$ cat src/rtl/wb_arbiter_pkg.sv
// Shared types and sizing for the writeback arbiter: register tag width,
// default requester/port counts and the per-port write record.
package wb_arbiter_pkg;

  localparam int PHYS_REG_BITS = 7;
  localparam int NUM_WB_REQ    = 4;
  localparam int NUM_WB_PORTS  = 2;

  typedef struct packed {
    logic                     we;
    logic [PHYS_REG_BITS-1:0] wa;
    logic [31:0]              wd;
  } wb_port_t;

  // Index width that stays legal for a single requester.
  function automatic int idx_bits(input int n);
    return (n > 1) ? $clog2(n) : 1;
  endfunction

endpackage

$ cat src/rtl/wb_arbiter_rr_multi_picker.sv
// Combinational round-robin picker: grants up to NUM_PORTS valid requesters
// scanning from ptr, binds the k-th grant to port k and returns the next pointer.
module rr_multi_picker #(
  parameter int NUM_REQ   = 4,
  parameter int NUM_PORTS = 2,
  parameter int IDX_W     = 2
) (
  input  logic [NUM_REQ-1:0]              valid,
  input  logic [IDX_W-1:0]                ptr,
  output logic [NUM_REQ-1:0]              grant,
  output logic [NUM_PORTS-1:0][IDX_W-1:0] port_idx,
  output logic [NUM_PORTS-1:0]            port_used,
  output logic [IDX_W-1:0]                next_ptr
);

  int cnt;
  int pos;

  always_comb begin
    grant     = '0;
    port_idx  = '0;
    port_used = '0;
    next_ptr  = ptr;
    cnt       = 0;
    pos       = 0;
    for (int off = 0; off < NUM_REQ; off++) begin
      pos = int'(ptr) + off;
      if (pos >= NUM_REQ) pos = pos - NUM_REQ;
      // Only loop variables index the vectors, so the scan unrolls cleanly.
      for (int i = 0; i < NUM_REQ; i++) begin
        if (i == pos && valid[i] && cnt < NUM_PORTS) begin
          grant[i] = 1'b1;
          for (int k = 0; k < NUM_PORTS; k++) begin
            if (k == cnt) begin
              port_idx[k]  = IDX_W'(i);
              port_used[k] = 1'b1;
            end
          end
          next_ptr = (i == NUM_REQ - 1) ? '0 : IDX_W'(i + 1);
          cnt      = cnt + 1;
        end
      end
    end
  end

endmodule

$ cat src/rtl/wb_arbiter.sv
// Writeback arbiter: fair round-robin sharing of the regfile write ports among
// FU result producers, with registered write ports doubling as wakeup tags.
module wb_arbiter
  import wb_arbiter_pkg::*;
#(
  parameter int NUM_REQ   = NUM_WB_REQ,
  parameter int NUM_PORTS = NUM_WB_PORTS
) (
  input  logic                                    clk,
  input  logic                                    rst,
  input  logic [NUM_REQ-1:0]                      req_valid,
  input  logic [NUM_REQ-1:0][PHYS_REG_BITS-1:0]   req_prd,
  input  logic [NUM_REQ-1:0][31:0]                req_data,
  output logic [NUM_REQ-1:0]                      req_ready,
  output logic [NUM_PORTS-1:0]                    wb_we,
  output logic [NUM_PORTS-1:0][PHYS_REG_BITS-1:0] wb_wa,
  output logic [NUM_PORTS-1:0][31:0]              wb_wd,
  output logic [NUM_PORTS-1:0]                    wakeup_valid,
  output logic [NUM_PORTS-1:0][PHYS_REG_BITS-1:0] wakeup_prd
);

  localparam int IDX_W = idx_bits(NUM_REQ);

  logic [IDX_W-1:0]                     rr_ptr_reg;
  logic [IDX_W-1:0]                     rr_ptr_next;
  logic [NUM_REQ-1:0]                   grant;
  logic [NUM_PORTS-1:0][IDX_W-1:0]      port_idx;
  logic [NUM_PORTS-1:0]                 port_used;
  logic [NUM_PORTS-1:0]                 port_we_next;
  logic [NUM_PORTS-1:0][PHYS_REG_BITS-1:0] port_wa_next;
  logic                                 dup_prd;

  rr_multi_picker #(
    .NUM_REQ   (NUM_REQ),
    .NUM_PORTS (NUM_PORTS),
    .IDX_W     (IDX_W)
  ) u_picker (
    .valid     (req_valid),
    .ptr       (rr_ptr_reg),
    .grant     (grant),
    .port_idx  (port_idx),
    .port_used (port_used),
    .next_ptr  (rr_ptr_next)
  );

  // No transfer may be accepted while reset holds the output registers clear.
  assign req_ready = rst ? grant : '0;

  always_ff @(posedge clk or negedge rst) begin
    if (!rst) rr_ptr_reg <= '0;
    else      rr_ptr_reg <= rr_ptr_next;
  end

  generate
    for (genvar gi = 0; gi < NUM_PORTS; gi++) begin : g_port
      wb_port_t port_next;
      wb_port_t port_reg;

      // prd==0 still uses the slot but never writes or wakes anything.
      always_comb begin
        port_next = '0;
        if (port_used[gi]) begin
          port_next.we = |req_prd[port_idx[gi]];
          port_next.wa = req_prd[port_idx[gi]];
          port_next.wd = req_data[port_idx[gi]];
        end
      end

      always_ff @(posedge clk or negedge rst) begin
        if (!rst) port_reg <= '0;
        else      port_reg <= port_next;
      end

      assign port_we_next[gi] = port_next.we;
      assign port_wa_next[gi] = port_next.wa;
      assign wb_we[gi]        = port_reg.we;
      assign wb_wa[gi]        = port_reg.wa;
      assign wb_wd[gi]        = port_reg.wd;
      assign wakeup_valid[gi] = port_reg.we;
      assign wakeup_prd[gi]   = port_reg.wa;
    end
  endgenerate

  always_comb begin
    dup_prd = 1'b0;
    for (int a = 0; a < NUM_PORTS; a++) begin
      for (int b = a + 1; b < NUM_PORTS; b++) begin
        if (port_we_next[a] && port_we_next[b] && port_wa_next[a] == port_wa_next[b])
          dup_prd = 1'b1;
      end
    end
  end

  // Renaming guarantees unique destinations among same-cycle grants.
  a_no_dup_prd: assert property (@(posedge clk) disable iff (!rst) !dup_prd);

endmodule

$ cat config.mk
export PLATFORM = sky130hd
export DESIGN_NAME = wb_arbiter
export DESIGN_NICKNAME = d
export VERILOG_FILES = /design/src/rtl/wb_arbiter_pkg.sv /design/src/rtl/wb_arbiter_rr_multi_picker.sv /design/src/rtl/wb_arbiter.sv
export SDC_FILE = /design/constraint.sdc
export NUM_CORES = 1
export LEC_CHECK = 0
export CORE_UTILIZATION = 42
export DETAILED_ROUTE_END_ITERATION = 10
export PLACE_DENSITY = 0.74
export SYNTH_ARGS = -nofsm -noshare
export SYNTH_HDL_FRONTEND = slang
export SYNTH_SLANG_ARGS = --single-unit
$ cat constraint.sdc
create_clock -name clk -period 20.5 [get_ports clk]
set_input_delay 6.15 -clock clk [delete_from_list [all_inputs] [get_ports clk]]
set_output_delay 6.15 -clock clk [all_outputs]
set_load 0.005 [all_outputs]
==> out/metrics.cfg <==
[clock_network]
cts-buffers-inserted = 9
clk_pin_slew_ps = 70
cts_sinks = 82
hold_buffers = 0
cts_tree = done
cts_buffer_depth = 2
clock_latency_ps = 350
htree_levels = 3
root_buffer = clkbuf_16

[sta]
setup_viol = 0
min_period_ps = 20190
fin_crit_sh_pct = 98.49
slew_headroom_pct = 28.88
report.final.slew_viol_count = 0
fin_worst_skew_ps = 7.966
max_freq_ghz = 0.04953
hold_viol = 0
tns_ps = 0
tightestPinTransition_ps = 1067

[finish]
syn2layout_area_growth_pct = 48.45
largest_register_ffs = 64
nets = 1319
layout-drive-gt1-share_pct = 20.41
final_cell_mix = 253 x clkdlybuf4s50_1, 106 x nand2_1, 96 x buf_4
num_antenna_cells = 0
fillers = 1511
final_common_cell = clkdlybuf4s50_1
finish.utilization_pct = 63.94

[route]
drtPass1Iterations = 5
drc = 0
route.antenna.remaining_nets = 0
routed-wl-met2_um = 13620
wire_per_inst_um = 21.03
via_per_inst = 5.818
first_iter_violations = 539
wirelength_met1_um = 11800
top_layer = met4
via_count = 7866
wl_met3_um = 2219
wl_um = 28430

[setup_path]
crit_top_cell = ha_1
required_ps = 14350
endpoint_kind = output pin
cp_max_fo = 3
cp_data_arrival_time_ps = 14040
crit_path_start_kind = input pin
slowest_delay_ps = 490
worstSetupPathType = in -> out
critPathSlowestCell = or4b_4

[grt]
track_usage_pct = 30.33
antenna_found_initial = 0
grt_pass1_vias = 7457
grt_max_degree = 75
grt_remaining_overflow = 0
grt_pass1_wl_um = 42800

[yosys]
synth.avg_cell_area_um2 = 8.921
syn_nets = 1035
synthXorXnorAreaFrac_pct = 1.423
synth-simple-area-share_pct = 22.74
ys_seq_area_share_pct = 27.45
yosysWarningCount = 0
synthCells = 838
synth-seq-cells = 82
synth-compound-area-share_pct = 25.61
synthFlopType = dfrtp_1
synth_mux_area_share_pct = 8.167
yosys.area.top_type = dfrtp_1
synth_top_family_by_area = compound AO/OA/AOI/OAI gates
synth_area_mm2 = 0.007476
synth_edf_count = 0
synthArstFlopShare_pct = 100.0
synthAdderAreaFrac_pct = 5.858
ys_types = 85
yosysTopAreaCellShare_pct = 27.45
synth.top_cells.by_area = dfrtp_1 27%, a211oi_2 7.0%, mux2i_1 7.0%

[job]
drv_cap = 0

[floorplan]
start_util_pct = 43.07
rows = 48
fp.dieW_um = 135.4
die_area_mm2 = 0.01834
io_pins = 262
fp.coreArea_mm2 = 0.01736
die_h_um = 135.4

[place]
dpl.hpwl_um = 20280
port_buffers = 261
gp_congestion = 1.010

[hold_path]
hold_path_class = reg -> reg

[outcome]
status = finished clean

area by class of cell:
class	count	area, µm²	share of cell area (%)
Timing Repair Buffer	359	3333	30.03
Sequential cell	82	2052	18.49
Inverter	29	111.4	1.003
Clock inverter	7	82.58	0.7441
Clock buffer	9	225.2	2.029
Tap cell	225	281.5	2.537
Multi-Input combinational cell	641	5012	45.16
final timing paths:
check / startpoint / to / slack [ps] / cells after the start
max: req_valid[1] / req_ready[0] / 310 / 46
min: rr_ptr_reg[1] / rr_ptr_reg[1] / 830 / 3
max reg2reg: rr_ptr_reg[0] / wakeup_valid[1] / 8320 / 58
min reg2reg: rr_ptr_reg[1] / rr_ptr_reg[1] / 830 / 3
max in group asynchronous: rst / wakeup_prd[4] / 13670 / 2
min in group asynchronous: rst / wb_wd[60] / 5720 / 1
cells in the mapped netlist (6+ instances only):
master / instances
nand2_1: 108
dfrtp_1: 82
a211oi_1: 56
mux2i_1: 52
a211oi_2: 42
and2_1: 41
nor2b_1: 38
ha_1: 35
nand3_1: 34
nor2_1: 33
a311oi_1: 32
inv_1: 26
buf_4: 25
clkbuf_1: 25
buf_2: 21
o21ai_0: 20
a21oi_1: 14
buf_6: 13
and3_1: 9
mux2_2: 8
nor3_1: 8
nand2b_1: 7
nand3b_1: 6
o211ai_1: 6
xnor2_1: 6
per-stage QoR:
stage | hold WS [ps] | worst slack, ps | area (µm²) | instances
6_report | 828.5 | 310.1 | 11100 | 1352
3_5_place_dp | 823.9 | -473.5 | 10450 | 1305
4_1_cts | 833.8 | 4.625 | 10920 | 1339
3_3_place_gp | 810.6 | -377.9 | 10450 | 1305
5_1_grt | 869.8 | -53.81 | 11100 | 1352
2_1_floorplan | 929.8 | -152.5 | 7626 | 838
layer usage:
metal	GRT usage [%]	up-vias
met4	10.24	0
met1	40.00	3772
li1	-	3635
met3	5.836	62
met2	49.52	397
met5	0	-
logic make-up (layout without fill, tap and decap cells):
group           Yosys count  count (layout)
compound gates          218             218
fa+ha+maj                35              35
buf+inv                 115             404
mux                      60              60
xor+xnor                 10              10
flops                    82              82
simple gates            318             318
worst max-delay path, delay by kind of cell:
family,cells,cell delay [ps]
buffers and inverters,7,610
and+or+nand+nor,21,3130
xor gates and xnor gates,2,310
adders and majority gates,9,2340
AOI/OAI and AO/OA,7,1520
what timing repair did:
action                     in CTS  in global routing
cloned                          0                  0
resized for setup              10                 33
setup endpoints to repair       4                  4
buffers inserted               18                 14
pin swaps                      14                 39
Power is not shown: default switching activity piles up to over one toggle a cycle in this logic, so the estimate is an artifact.
